File: src/rtl/fios_mm_stream_ctrl.sv
// Operand buffering / core sequencing / result FIFO front-end for the FIOS Montgomery core.
// Last operand beat -> core_start_o in 2 cycles; holds start until the FIFO can absorb a full result.

module fios_mm_fifo #(
  parameter int W     = 17,
  parameter int DEPTH = 16,
  parameter int AW    = $clog2(DEPTH),
  parameter int CW    = AW + 1
) (
  input  logic          clock_i,
  input  logic          reset_i,
  input  logic          push_i,
  input  logic [W-1:0]  push_data_i,
  input  logic          pop_i,
  output logic [W-1:0]  pop_data_o,
  output logic [CW-1:0] count_o,
  output logic          empty_o,
  output logic          drop_o
);
  logic [W-1:0]  mem_q [DEPTH];
  logic [AW-1:0] wptr_q, rptr_q;
  logic [CW-1:0] count_q;
  logic          full, wr_en, rd_en;

  assign full    = (count_q == CW'(DEPTH));
  assign empty_o = (count_q == '0);
  assign rd_en   = pop_i && !empty_o;
  // A full FIFO still takes a word when the head leaves in the same cycle.
  assign wr_en   = push_i && (!full || rd_en);
  assign drop_o  = push_i && full && !rd_en;

  assign pop_data_o = mem_q[rptr_q];
  assign count_o    = count_q;

  always_ff @(posedge clock_i) begin
    if (wr_en) mem_q[wptr_q] <= push_data_i;
  end

  always_ff @(posedge clock_i) begin
    if (reset_i) begin
      wptr_q  <= '0;
      rptr_q  <= '0;
      count_q <= '0;
    end else begin
      if (wr_en) wptr_q <= wptr_q + AW'(1);
      if (rd_en) rptr_q <= rptr_q + AW'(1);
      if (wr_en && !rd_en)      count_q <= count_q + CW'(1);
      else if (!wr_en && rd_en) count_q <= count_q - CW'(1);
    end
  end
endmodule

module fios_mm_stream_ctrl #(
  parameter int W         = 17,
  parameter int S         = 8,
  parameter int PE_NB     = 8,
  parameter int OUT_DEPTH = 16
) (
  input  logic               clock_i,
  input  logic               reset_i,
  input  logic               op_valid_i,
  output logic               op_ready_o,
  input  logic [W-1:0]       op_a_i,
  input  logic [W-1:0]       op_b_i,
  input  logic [W-1:0]       op_p_i,
  output logic               core_start_o,
  output logic [PE_NB*W-1:0] core_a_o,
  input  logic               core_a_shift_i,
  output logic [W-1:0]       core_b_o,
  input  logic               core_b_fetch_i,
  output logic [W-1:0]       core_p_o,
  input  logic               core_p_fetch_i,
  input  logic               core_res_push_i,
  input  logic [W-1:0]       core_res_i,
  input  logic               core_done_i,
  output logic               res_valid_o,
  input  logic               res_ready_i,
  output logic [W-1:0]       res_data_o,
  output logic               res_last_o,
  output logic               busy_o,
  output logic               err_o
);
  localparam int SW = $clog2(S);
  localparam int G  = (S + PE_NB - 1) / PE_NB;
  localparam int GW = (G > 1) ? $clog2(G) : 1;
  localparam int CW = $clog2(OUT_DEPTH) + 1;
  localparam logic [CW-1:0] MAX_FILL = CW'(OUT_DEPTH - S);

  typedef enum logic [2:0] {IDLE, LOAD, WAIT_SPACE, START, RUN} state_e;
  state_e state_q, state_d;

  logic [W-1:0]  a_buf_q [S];
  logic [W-1:0]  b_buf_q [S];
  logic [W-1:0]  p_buf_q [S];
  logic [W-1:0]  a_pad   [G*PE_NB];
  logic [SW-1:0] beat_q, b_ptr_q, p_ptr_q, out_cnt_q;
  logic [GW-1:0] g_q;
  logic          err_q;

  logic              ready_int, accept, pop, fifo_empty, fifo_drop;
  logic [CW-1:0]     fifo_count;
  logic [W-1:0]      fifo_head, b_word, p_word;
  logic [PE_NB*W-1:0] a_group;

  assign ready_int = (state_q == IDLE) || (state_q == LOAD);
  assign accept    = op_valid_i && ready_int;
  assign pop       = !fifo_empty && res_ready_i;

  always_ff @(posedge clock_i) begin
    if (reset_i) state_q <= IDLE;
    else         state_q <= state_d;
  end

  always_comb begin
    state_d = state_q;
    case (state_q)
      IDLE:       if (op_valid_i) state_d = LOAD;
      LOAD:       if (op_valid_i && beat_q == SW'(S - 1)) state_d = WAIT_SPACE;
      WAIT_SPACE: if (fifo_count <= MAX_FILL) state_d = START;
      START:      state_d = RUN;
      RUN:        if (core_done_i) state_d = IDLE;
      default:    state_d = IDLE;
    endcase
  end

  // Every output is forced low while reset is asserted, before the registers clear.
  always_comb begin
    op_ready_o   = !reset_i && ready_int;
    core_start_o = !reset_i && (state_q == START);
    busy_o       = !reset_i && (state_q != IDLE);
    err_o        = !reset_i && err_q;
    res_valid_o  = !reset_i && !fifo_empty;
    res_data_o   = reset_i ? '0 : fifo_head;
    res_last_o   = !reset_i && !fifo_empty && (out_cnt_q == SW'(S - 1));
    core_a_o     = reset_i ? '0 : a_group;
    core_b_o     = reset_i ? '0 : b_word;
    core_p_o     = reset_i ? '0 : p_word;
  end

  always_ff @(posedge clock_i) begin
    for (int i = 0; i < S; i++) begin
      if (accept && beat_q == SW'(i)) begin
        a_buf_q[i] <= op_a_i;
        b_buf_q[i] <= op_b_i;
        p_buf_q[i] <= op_p_i;
      end
    end
  end

  always_ff @(posedge clock_i) begin
    if (reset_i) begin
      beat_q    <= '0;
      g_q       <= '0;
      b_ptr_q   <= '0;
      p_ptr_q   <= '0;
      out_cnt_q <= '0;
      err_q     <= 1'b0;
    end else begin
      if (accept) beat_q <= (beat_q == SW'(S - 1)) ? '0 : beat_q + SW'(1);
      if (state_q == START) begin
        g_q     <= '0;
        b_ptr_q <= '0;
        p_ptr_q <= '0;
      end else if (state_q == RUN) begin
        if (core_a_shift_i) g_q <= (g_q == GW'(G - 1)) ? '0 : g_q + GW'(1);
        if (core_b_fetch_i) b_ptr_q <= (b_ptr_q == SW'(S - 1)) ? '0 : b_ptr_q + SW'(1);
        if (core_p_fetch_i) p_ptr_q <= (p_ptr_q == SW'(S - 1)) ? '0 : p_ptr_q + SW'(1);
      end
      if (pop) out_cnt_q <= (out_cnt_q == SW'(S - 1)) ? '0 : out_cnt_q + SW'(1);
      if (fifo_drop) err_q <= 1'b1;
    end
  end

  // The last a group runs past the operand; those lanes read as zero.
  for (genvar i = 0; i < G*PE_NB; i++) begin : g_apad
    if (i < S) begin : g_real
      assign a_pad[i] = a_buf_q[i];
    end else begin : g_zero
      assign a_pad[i] = '0;
    end
  end

  always_comb begin
    a_group = '0;
    for (int g = 0; g < G; g++) begin
      if (g_q == GW'(g)) begin
        for (int k = 0; k < PE_NB; k++) a_group[k*W +: W] = a_pad[g*PE_NB + k];
      end
    end
  end

  always_comb begin
    b_word = '0;
    p_word = '0;
    for (int i = 0; i < S; i++) begin
      if (b_ptr_q == SW'(i)) b_word = b_buf_q[i];
      if (p_ptr_q == SW'(i)) p_word = p_buf_q[i];
    end
  end

  fios_mm_fifo #(.W(W), .DEPTH(OUT_DEPTH)) u_res_fifo (
    .clock_i     (clock_i),
    .reset_i     (reset_i),
    .push_i      (core_res_push_i),
    .push_data_i (core_res_i),
    .pop_i       (pop),
    .pop_data_o  (fifo_head),
    .count_o     (fifo_count),
    .empty_o     (fifo_empty),
    .drop_o      (fifo_drop)
  );
endmodule

File: config.mk
export PLATFORM = sky130hd
export DESIGN_NAME = fios_mm_stream_ctrl
export DESIGN_NICKNAME = d
export VERILOG_FILES = /design/src/rtl/fios_mm_stream_ctrl.sv
export SDC_FILE = /design/constraint.sdc
export NUM_CORES = 1
export LEC_CHECK = 0
export CAP_MARGIN = 40
export CORE_ASPECT_RATIO = 1.5
export CORE_MARGIN = 2
export CORE_UTILIZATION = 45
export DETAILED_ROUTE_END_ITERATION = 16
export PLACE_DENSITY = 0.65
export SETUP_SLACK_MARGIN = 0.2
export SYNTH_ARGS = -nofsm -noshare
export SYNTH_HDL_FRONTEND = slang
export SYNTH_SLANG_ARGS = --single-unit
File: constraint.sdc
create_clock -name clock_i -period 5 [get_ports clock_i]
set_input_delay 0.75 -clock clock_i [delete_from_list [all_inputs] [get_ports clock_i]]
set_output_delay 0.75 -clock clock_i [all_outputs]
set_load 0.02 [all_outputs]
==> reports/qor.yml, run 1 <==
fin_crit_sh_pct: 90.5
first_global_vias: 16400
min_from: "err_q$_SDFFE_PP0P_"
fp.dieH_um: 311
tritoncts_clock_tree: "yes"
drive_gt1_share_pct: 13.7
wl_um: 66900
die-area_um2: 65100
synthCells: 1641
final_cell_mix: "sky130_fd_sc_hd__edfxtp_1 (680), sky130_fd_sc_hd__clkdlybuf4s50_1 (267), sky130_fd_sc_hd__nor2b_1 (191)"
run_status: "finished, final reports clean"
vias_per_cell: 5.56
worst-path-max-fanout: 33
synth_top_flop_cell: "sky130_fd_sc_hd__edfxtp_1"
timing_worst_slew_pin_value_ns: 0.865
clock_network_latency_to_the_later_pin_of_the_worst_skew_pair_ns: 0.61
gpl.final_weighted_congestion: 0.751
synth-seq-cells: 713
dr.pass1.iters: 7
post_synth_num_cell_types: 55
grt_start_max_net_pins: 112
critical_path_class: "flop to output pin"
timing.max_slew.rel_slack_pct: 42.3
grt.overflow.total: 0
rr_startpoint: "u_res_fifo.count_o[0]$_SDFFE_PP0P_"
hold_viol: 0
p_leak_uw: 0.0112
initial_utilization_pct: 45.6
area_growth_syn_to_layout_pct: 21.8
crit-reg2reg-capture: "u_res_fifo.count_o[4]$_SDFFE_PP0P_"
hold-path-cell-count: 2
grt_first_pass_wirelength_um: 101000
drc_errors: 0
max_freq_ghz: 0.221
hold-path-endpoint: "err_q$_SDFFE_PP0P_"
power.density_nw_per_um2: 397
rsz_0062_raised_after_global_routing: "no"
post_layout_min_period_ns: 4.52
hold_ws_ns: 0.472
syn-cell-area_um2: 28400
detail_route.wl_per_cell_um: 24.0
peakVddDrop_mv: 0.390
core_region_area_um2: 62200
pins_over_slew_limit: 0
ys_seq_area_share_pct: 74.3
post_layout_worst_setup_margin_ns: 0.477
dieWidth_um: 209
critPathRequiredTime_ns: 4.25
ant_nets: 0
r2r_setup_slack_ns: 1.75
cts_resized: 0
number_of_buffers_added_to_fix_hold_violations_after_cts: 0
clk_path_buf_depth: 3
syn-mean-instance-area_um2: 17.3
edff_count_synth: 680
timing.clock.skew_ns: 0.0284
number_of_sinks_handled_by_clock_tree_synthesis: 713
place.port_buffers: 268
setup_total_negative_slack_ns: 0
dp_slack_ns: 1.04
worstHoldPathType: "flop to flop"
track_usage_pct: 20.6
post_cts_buffers: 0
final_common_cell: "sky130_fd_sc_hd__edfxtp_1"
critical_path_data_arrival_time_ns: 3.77
post-dp-hpwl_um: 40200
crit_path_start_kind: "flop"
async_reset_ff_share_pct: 0
drt_iter0_markers: 948
cts_made_buffers: 68
finalSetupViolations: 0
num_vias: 15500
design.final.nets: 2042
cap_viol_max_count: 0
worst_r2r_path_depth: 9
worst_setup_hold_path_clk_slew_ns: 0.07
antenna_violations_before_repair: 6
cts_htree_levels: 3
synth.yosys.warnings: 0
crit_path_end_kind: "output pin"
ios: 270
syn_nets: 1748
root_buffer: "sky130_fd_sc_hd__clkbuf_16"
floorplan.rows: 112
cells in the mapped netlist, drive strengths merged, types with 2 or more instances:
cell type | count | share of area [%]
a211oi | 54 | 1.4
o21ai | 2 | 0.075
nor3b | 17 | 0.45
and3 | 14 | 0.31
a2111oi | 34 | 1.3
a221oi | 36 | 1.1
clkbuf | 70 | 0.93
inv | 82 | 1.1
and2 | 6 | 0.13
buf | 39 | 0.91
mux4 | 65 | 5.2
edfxtp | 680 | 72
xnor2 | 2 | 0.062
a22o | 3 | 0.093
nor3 | 25 | 0.44
a21o | 3 | 0.079
nand2b | 7 | 0.15
nor2 | 51 | 0.68
a21oi | 10 | 0.18
a22oi | 37 | 0.98
and3b | 16 | 0.49
o211ai | 4 | 0.12
or2 | 3 | 0.066
a221o | 3 | 0.11
nor2b | 192 | 4.2
nand3b | 2 | 0.053
xor2 | 7 | 0.22
o21a | 3 | 0.079
or3 | 2 | 0.044
mux2i | 41 | 1.4
ha | 29 | 1.3
nand2 | 11 | 0.15
o311a | 34 | 1.2
o22ai | 14 | 0.31
dfxtp | 33 | 2.3
metrics by stage:
stage / util [%] / power [uW] / cell area [um2] / instances
6_report: 55.5 / 13700 / 34500 / 2790
5_1_grt: 55.5 / 14200 / 34500 / 2790
4_1_cts: 55.5 / 13900 / 34500 / 2786
3_5_place_dp: 51.9 / 8740 / 32300 / 2663
3_3_place_gp: 51.7 / 8700 / 32200 / 2656
2_1_floorplan: - / 8110 / 28400 / 1641
worst max path at each step:
stage,start,depth (start not counted),end
after detailed placement,p_ptr_q[0]$_SDFFE_PP0P_,6,core_p_o[5]
final,p_ptr_q[1]$_SDFFE_PP0P_,7,core_p_o[5]
after floorplan,p_ptr_q[0]$_SDFFE_PP0P_,8,core_p_o[15]
after CTS,p_ptr_q[0]$_SDFFE_PP0P_,6,core_p_o[5]
after global placement,b_ptr_q[0]$_SDFFE_PP0P_,6,core_b_o[0]
after global routing,p_ptr_q[0]$_SDFFE_PP0P_,6,core_p_o[5]
metal layers:
layer  track usage (%)  up-vias  routed length (um)
met1              24.6     7832               26200
met2              35.0      547               33400
li1                  -     7023                   -
met4              7.29        4                1670
met3              6.80       97                5620
met5                 0        -                  23
final cells by class:
cell class	count	area, um2
Clock buffer	87	1820
Clock inverter	36	410
Sequential cell	713	21100
Inverter	82	308
Fill cell	4844	27700
Tap cell	798	998
Multi-Input combinational cell	737	6520
Timing Repair Buffer	333	3380
Antenna cell	4	10.0
flip-flops by register name, summed over array words and instances, names as in the netlist, named ones only:
name	cells
u_res_fifo.mem_q	272
a_buf_q	136
b_buf_q	136
p_buf_q	136
u_res_fifo.count_o	5
u_res_fifo.rptr_q	4
u_res_fifo.wptr_q	4
b_ptr_q	3
beat_q	3
out_cnt_q	3
p_ptr_q	3
state_q	3
err_q	1
critical path, stage by stage (launching register included):
cell                              delay (ns)
sky130_fd_sc_hd__dfxtp_1                0.34
sky130_fd_sc_hd__inv_1                  0.08
sky130_fd_sc_hd__ha_2                   0.57
sky130_fd_sc_hd__buf_4                  0.33
sky130_fd_sc_hd__a211oi_1               0.10
sky130_fd_sc_hd__o311a_1                0.30
sky130_fd_sc_hd__a2111oi_0              0.68
sky130_fd_sc_hd__clkdlybuf4s50_1        0.74
logic make-up (layout without fill, tap and decap cells):
group / Yosys count / count (layout) / synth area share, %
multiplexers: 107 / 107 / 6.65
XOR/XNOR: 9 / 9 / 0.278
adder cells (fa/ha/maj): 30 / 30 / 1.35
AND/OR/NAND/NOR: 350 / 350 / 7.31
other: 0 / 4 / 0
buffers and inverters: 191 / 538 / 2.93
AO/OA/AOI/OAI: 241 / 241 / 7.15
flip-flops: 713 / 713 / 74.3
power breakdown:
group / switching [uW] / leakage (uW) / internal (uW)
combinational: 827 / 0.00369 / 867
sequential: 166 / 0.00643 / 6720
clock: 2150 / 0.00108 / 3000
total: 3140 / 0.0112 / 10600
Power figures use the tool's default switching activity.
==> run 2: changes to the inputs <==
--- a/config.mk
+++ b/config.mk
@@ -10,6 +10,7 @@
 export CORE_MARGIN = 2
 export CORE_UTILIZATION = 45
 export DETAILED_ROUTE_END_ITERATION = 16
+export MAX_ROUTING_LAYER = met4
 export PLACE_DENSITY = 0.65
 export SETUP_SLACK_MARGIN = 0.2
 export SYNTH_ARGS = -nofsm -noshare
==> run 2 against run 1 <==
  * Non-clock buffer count stayed put
  * Critical path depth shrank 1
  * Worst setup slack lost 0.015 ns
  * Maximum frequency fell by 0.34%
  * Cell count about the same
  * Global-route usage up 0.63 points
  * Worst hold slack is essentially flat
  * Flip-flop and latch count unchanged
  * Wire length up 0.31%
  * Count of clock-buffer cells in the layout unchanged
  * Utilization barely moved
==> reports/qor.yml, run 2 (synthesized netlist as in run 1, its figures left out) <==
gpl.final_weighted_congestion: 0.761  # +1.3%
run_status: "finished, final reports clean"
power_frac_comb_pct: 12.4  # about the same
wl_um: 67100  # +0.31%
peakVddDrop_mv: 0.389  # -0.29%
cap_viol_max_count: 0  # unchanged
critical_path_data_arrival_time_ns: 3.79  # +0.02 ns
initial_utilization_pct: 45.6  # unchanged
share_seq_of_total_power_pct: 50.2  # about the same
p_int_uw: 10600  # about the same
detail_route.wl_per_cell_um: 24.0  # +0.23%
post_layout_min_period_ns: 4.54  # +0.0152 ns
area_growth_syn_to_layout_pct: 21.8  # about the same
track_usage_pct: 21.3  # +0.63 points
worst_r2r_path_depth: 9  # unchanged
critical_path_class: "flop to output pin"
pins_over_slew_limit: 0  # unchanged
num_vias: 15500  # +0.30%
number_of_sinks_handled_by_clock_tree_synthesis: 713  # unchanged
cts_made_buffers: 68  # unchanged
hold-path-cell-count: 2  # unchanged
drc_errors: 0  # unchanged
sw_frac_of_total_pct: 22.9  # about the same
multiInputGateArea_um2: 6520  # unchanged
final_common_cell: "sky130_fd_sc_hd__edfxtp_1"
fin_crit_sh_pct: 90.8  # +0.30 points
fp.dieH_um: 311  # unchanged
crit-reg2reg-capture: "u_res_fifo.count_o[4]$_SDFFE_PP0P_"
finalSetupViolations: 0  # unchanged
core_region_area_um2: 62200  # unchanged
timing_worst_slew_pin_value_ns: 0.869  # +0.00360 ns
drive_gt1_share_pct: 13.7  # unchanged
cts_htree_levels: 3  # unchanged
grt_start_max_net_pins: 112  # unchanged
antenna_violations_before_repair: 6  # unchanged
ant_nets: 0  # unchanged
hold_ws_ns: 0.472  # -0.000496 ns
design.final.nets: 2042  # unchanged
clk_path_buf_depth: 3  # unchanged
hold_viol: 0  # unchanged
min_from: "err_q$_SDFFE_PP0P_"
place.port_buffers: 268  # unchanged
power.switching_uw: 3140  # +0.12%
max_ffs_per_register: 272  # unchanged
grt.overflow.total: 0  # unchanged
rsz_0062_raised_after_global_routing: "no"
cts_resized: 0  # unchanged
number_of_buffers_added_to_fix_hold_violations_after_cts: 0  # unchanged
power.density_nw_per_um2: 398  # about the same
first_global_vias: 16500  # +0.18%
worstHoldPathType: "flop to flop"
tritoncts_clock_tree: "yes"
final_cell_mix: "sky130_fd_sc_hd__edfxtp_1 (680), sky130_fd_sc_hd__clkdlybuf4s50_1 (267), sky130_fd_sc_hd__nor2b_1 (191)"
crit_path_start_kind: "flop"
p_leak_uw: 0.0112  # unchanged
ios: 270  # unchanged
timing.clock.skew_ns: 0.0264  # -0.00199 ns
rr_startpoint: "u_res_fifo.count_o[0]$_SDFFE_PP0P_"
dr.pass1.iters: 7  # unchanged
post-dp-hpwl_um: 40200  # unchanged
post_cts_buffers: 0  # unchanged
worst-path-max-fanout: 33  # unchanged
critPathRequiredTime_ns: 4.25  # about the same
register_containing_the_most_flip_flops_in_the_final_layout: "u_res_fifo.mem_q"
floorplan.rows: 112  # unchanged
worst_setup_hold_path_clk_slew_ns: 0.06  # about the same
clock_network_latency_to_the_later_pin_of_the_worst_skew_pair_ns: 0.61  # about the same
grt_first_pass_wirelength_um: 101000  # -0.14%
drt_iter0_markers: 950  # +0.21%
die-area_um2: 65100  # unchanged
clock_power_share_pct: 37.5  # about the same
vias_per_cell: 5.57  # +0.22%
r2r_setup_slack_ns: 1.76  # about the same
root_buffer: "sky130_fd_sc_hd__clkbuf_16"
final.fill_count: 4843  # -0.021%
max_freq_ghz: 0.220  # -0.34%
crit_path_end_kind: "output pin"
hold-path-endpoint: "err_q$_SDFFE_PP0P_"
timing.max_slew.rel_slack_pct: 42.1  # -0.24 points
dieWidth_um: 209  # unchanged
setup_total_negative_slack_ns: 0  # unchanged
sequential_cell_area_um2: 21100  # unchanged
==> run 2: worst max-delay path by stage <==
stage	from	endpoint	slack (ns)	cells after the start
detailed placement	p_ptr_q[0]$_SDFFE_PP0P_	core_p_o[5]	1.04	6
CTS	p_ptr_q[0]$_SDFFE_PP0P_	core_p_o[5]	0.39	6
global placement	b_ptr_q[0]$_SDFFE_PP0P_	core_b_o[0]	1.11	6
floorplan	p_ptr_q[0]$_SDFFE_PP0P_	core_p_o[15]	1.54	8
global route	p_ptr_q[0]$_SDFFE_PP0P_	core_p_o[5]	0.25	6
finish	p_ptr_q[0]$_SDFFE_PP0P_	core_p_o[5]	0.46	6
==> run 2: per-stage QoR <==
stage / instance area [um2] / utilization (%) / power (uW) / worst slack [ns] / cells
2_1_floorplan: 28400 / - / 8110 / 1.54 / 1641
3_3_place_gp: 32200 / 51.7 / 8700 / 1.11 / 2656
3_5_place_dp: 32300 / 51.9 / 8740 / 1.04 / 2663
4_1_cts: 34500 / 55.5 / 13900 / 0.387 / 2786
5_1_grt: 34500 / 55.5 / 14200 / 0.253 / 2792
6_report: 34500 / 55.5 / 13700 / 0.462 / 2792
==> run 2: power groups by stage <==
| stage | logic, uW | registers, uW | clock network (uW) |
|---|---|---|---|
| floorplan | 1210 | 6890 | 0 |
| global route | 1830 | 6920 | 5480 |
| CTS | 1720 | 6900 | 5250 |
| global placement | 1690 | 7010 | 0 |
| detailed placement | 1710 | 7020 | 0 |
| finish | 1700 | 6890 | 5150 |
==> run 2: layout make-up <==
type                       instances  area share [%]
antenna                            6          0.0435
clock buffer                      87            5.26
clock inverter                    36            1.19
inverter                          82           0.891
multi-input combinational        737            18.9
sequential                       713            61.1
tap                              798            2.89
timing repair buffer             333            9.78
==> run 2: critical path: stages (launching register included) <==
cell                              delay (ns)
sky130_fd_sc_hd__dfxtp_1                0.40
sky130_fd_sc_hd__ha_2                   0.61
sky130_fd_sc_hd__buf_4                  0.34
sky130_fd_sc_hd__a211oi_1               0.10
sky130_fd_sc_hd__o311a_1                0.29
sky130_fd_sc_hd__a2111oi_0              0.68
sky130_fd_sc_hd__clkdlybuf4s50_1        0.74
==> run 2: layer usage <==
layer,wire length (um),track usage [%]
met1,26300,24.8
met2,33300,34.9
met3,5780,6.59
met4,1730,7.29
met5,0,-
==> run 3: changes to the inputs <==
--- a/config.mk
+++ b/config.mk
@@ -9,9 +9,10 @@
 export CORE_ASPECT_RATIO = 1.5
 export CORE_MARGIN = 2
 export CORE_UTILIZATION = 45
+export CTS_CLUSTER_SIZE = 30
 export DETAILED_ROUTE_END_ITERATION = 16
 export MAX_ROUTING_LAYER = met4
-export PLACE_DENSITY = 0.65
+export PLACE_DENSITY = 0.74
 export SETUP_SLACK_MARGIN = 0.2
 export SYNTH_ARGS = -nofsm -noshare
 export SYNTH_HDL_FRONTEND = slang
==> constraint.sdc (replaced) <==
create_clock -name clock_i -period 5 [get_ports clock_i]
set_input_delay 0.75 -clock clock_i [delete_from_list [all_inputs] [get_ports clock_i]]
set_output_delay 0.75 -clock clock_i [all_outputs]
set_load 0.1 [all_outputs]
==> run 3 against run 2 <==
  * Clock skew about the same
  * First-iteration DRC count increased by 110%
  * Die area unchanged
  * Non-clock buffer count increased by 130
  * Power increased by 5.0%
  * Critical path type unchanged
  * Highest routed layer unchanged
==> reports/qor.yml, run 3 (synthesized netlist as in run 1, its figures left out) <==
cts_made_buffers: 61  # -10%
worst_setup_hold_path_clk_slew_ns: 0.07  # about the same
fin_crit_sh_pct: 90.6  # -0.19 points
num_vias: 17000  # +9.6%
p_leak_uw: 0.0126  # +12%
vias_per_cell: 5.86  # +5.2%
grt_start_max_net_pins: 135  # +21%
design.final.nets: 2165  # +6.0%
peakVddDrop_mv: 0.421  # +8.2%
number_of_sinks_handled_by_clock_tree_synthesis: 713  # unchanged
placed_cell_area_um2: 35300  # +9.4%
worst-path-max-fanout: 49  # +48%
design_power_total_uw: 14400  # +5.0%
clk_path_buf_depth: 3  # unchanged
worstHoldPathType: "flop to flop"
post_cts_buffers: 0  # unchanged
wl_um: 77000  # +15%
timing.clock.skew_ns: 0.0261  # -0.000293 ns
finalSetupViolations: 0  # unchanged
post_layout_min_period_ns: 4.53  # -0.00939 ns
tritoncts_clock_tree: "yes"
post_layout_worst_setup_margin_ns: 0.471  # +0.00939 ns
drive_gt1_share_pct: 22.5  # +8.8 points
number_of_buffers_added_to_fix_hold_violations_after_cts: 0  # unchanged
area_growth_syn_to_layout_pct: 32.0
floorplan.rows: 112  # unchanged
worst_r2r_path_depth: 9  # unchanged
final_cell_mix: "sky130_fd_sc_hd__edfxtp_1 (680), sky130_fd_sc_hd__clkdlybuf4s50_1 (218), sky130_fd_sc_hd__nor2b_1 (191)"
hold_ws_ns: 0.474  # +0.00238 ns
crit_path_end_kind: "output pin"
root_buffer: "sky130_fd_sc_hd__clkbuf_16"
cts_resized: 0  # unchanged
place.port_buffers: 268  # unchanged
core_region_area_um2: 62200  # unchanged
max_ffs_per_register: 272  # unchanged
first_global_vias: 17800  # +7.9%
cap_viol_max_count: 0  # unchanged
drt_iter0_markers: 2037  # +110%
initial_utilization_pct: 45.6  # unchanged
hold-path-cell-count: 2  # unchanged
die-area_um2: 65100  # unchanged
dr.pass1.iters: 6  # -1
critPathRequiredTime_ns: 4.25  # about the same
hold_viol: 0  # unchanged
detail_route.wl_per_cell_um: 26.4  # +10%
critical_path_data_arrival_time_ns: 3.78  # about the same
ios: 270  # unchanged
dieWidth_um: 209  # unchanged
clock_network_latency_to_the_later_pin_of_the_worst_skew_pair_ns: 0.64  # +0.03 ns
rsz_0062_raised_after_global_routing: "no"
pins_over_slew_limit: 0  # unchanged
fp.dieH_um: 311  # unchanged
timing_worst_slew_pin_value_ns: 0.935  # +0.0666 ns
post-dp-hpwl_um: 44300  # +10%
register_containing_the_most_flip_flops_in_the_final_layout: "u_res_fifo.mem_q"
fin_area_um2: 37400  # +8.4%
max_freq_ghz: 0.221  # +0.21%
grt.overflow.total: 0  # unchanged
power.density_nw_per_um2: 385  # -3.2%
critical_path_class: "flop to output pin"
dp_slack_ns: 1.30  # +0.253 ns
crit_path_start_kind: "flop"
antenna_violations_before_repair: 3  # -3
ant_nets: 0  # unchanged
grt_first_pass_wirelength_um: 115000  # +14%
run_status: "finished, final reports clean"
gpl.final_weighted_congestion: 0.788  # +3.5%
track_usage_pct: 24.3  # +3.0 points
setup_total_negative_slack_ns: 0  # unchanged
cts_htree_levels: 2  # -1
timing.max_slew.rel_slack_pct: 37.6  # -4.4 points
drc_errors: 0  # unchanged
final_common_cell: "sky130_fd_sc_hd__edfxtp_1"
-- run 3: changes by cell type in the layout (fill, tap and decap cells not counted), sizes merged --
cell           delta
clkdlybuf4s50    -49
diode             -3
bufinv            +1
clkbuf           -10
buf             +179
inv               +1
clkinv            -5
clkinvlp          +4
-- run 3: layer usage --
metal,GRT usage [%],part of all wire [%],vias up
met4,6.87,2.3,0
met1,29.4,37,8609
met5,-,0,-
met2,41.6,52,1033
met3,4.63,8.6,145
li1,-,-,7259
-- run 3: worst max-delay path, stage by stage, from the launching register on --
cell and delay (ns):
sky130_fd_sc_hd__dfxtp_1 0.35, sky130_fd_sc_hd__inv_1 0.09, sky130_fd_sc_hd__ha_2 0.80, sky130_fd_sc_hd__o21a_1 0.20
sky130_fd_sc_hd__nor2_2 0.12, sky130_fd_sc_hd__buf_4 0.25, sky130_fd_sc_hd__o311a_1 0.12, sky130_fd_sc_hd__a2111oi_1 0.76
sky130_fd_sc_hd__buf_4 0.42
-- run 3: worst paths after layout --
path / from / to / slack (ns)
setup / recovery: p_ptr_q[1]$_SDFFE_PP0P_ / core_p_o[15] / 0.47
hold / removal: out_cnt_q[1]$_SDFFE_PP0P_ / out_cnt_q[1]$_SDFFE_PP0P_ / 0.47
setup reg to reg: u_res_fifo.count_o[0]$_SDFFE_PP0P_ / u_res_fifo.count_o[4]$_SDFFE_PP0P_ / 1.72
hold reg to reg: out_cnt_q[1]$_SDFFE_PP0P_ / out_cnt_q[1]$_SDFFE_PP0P_ / 0.47
-- run 3: where the power goes --
group / total (uW) / internal (uW) / switching (uW)
clock network: 4940 / 2760 / 2180
registers: 6890 / 6720 / 167
logic: 2580 / 1040 / 1540
total: 14400 / 10500 / 3890
-- run 3: cell type report --
cell class              count  area, um2
inverters                  82        308
well taps                 798        998
clock buffers              77       1610
fillers                  4189      24800
multi-input cells         737       6670
flip-flops and latches    713      21100
repair buffers            463       6280
diodes                      3       7.51
clock inverters            37        477
-- run 3: per-stage QoR --
stage               cells  util (%)
floorplan            1641         -
global placement     2645      51.6
CTS                  2907      60.1
detailed placement   2793      56.8
global route         2910      60.2
finish               2910      60.2
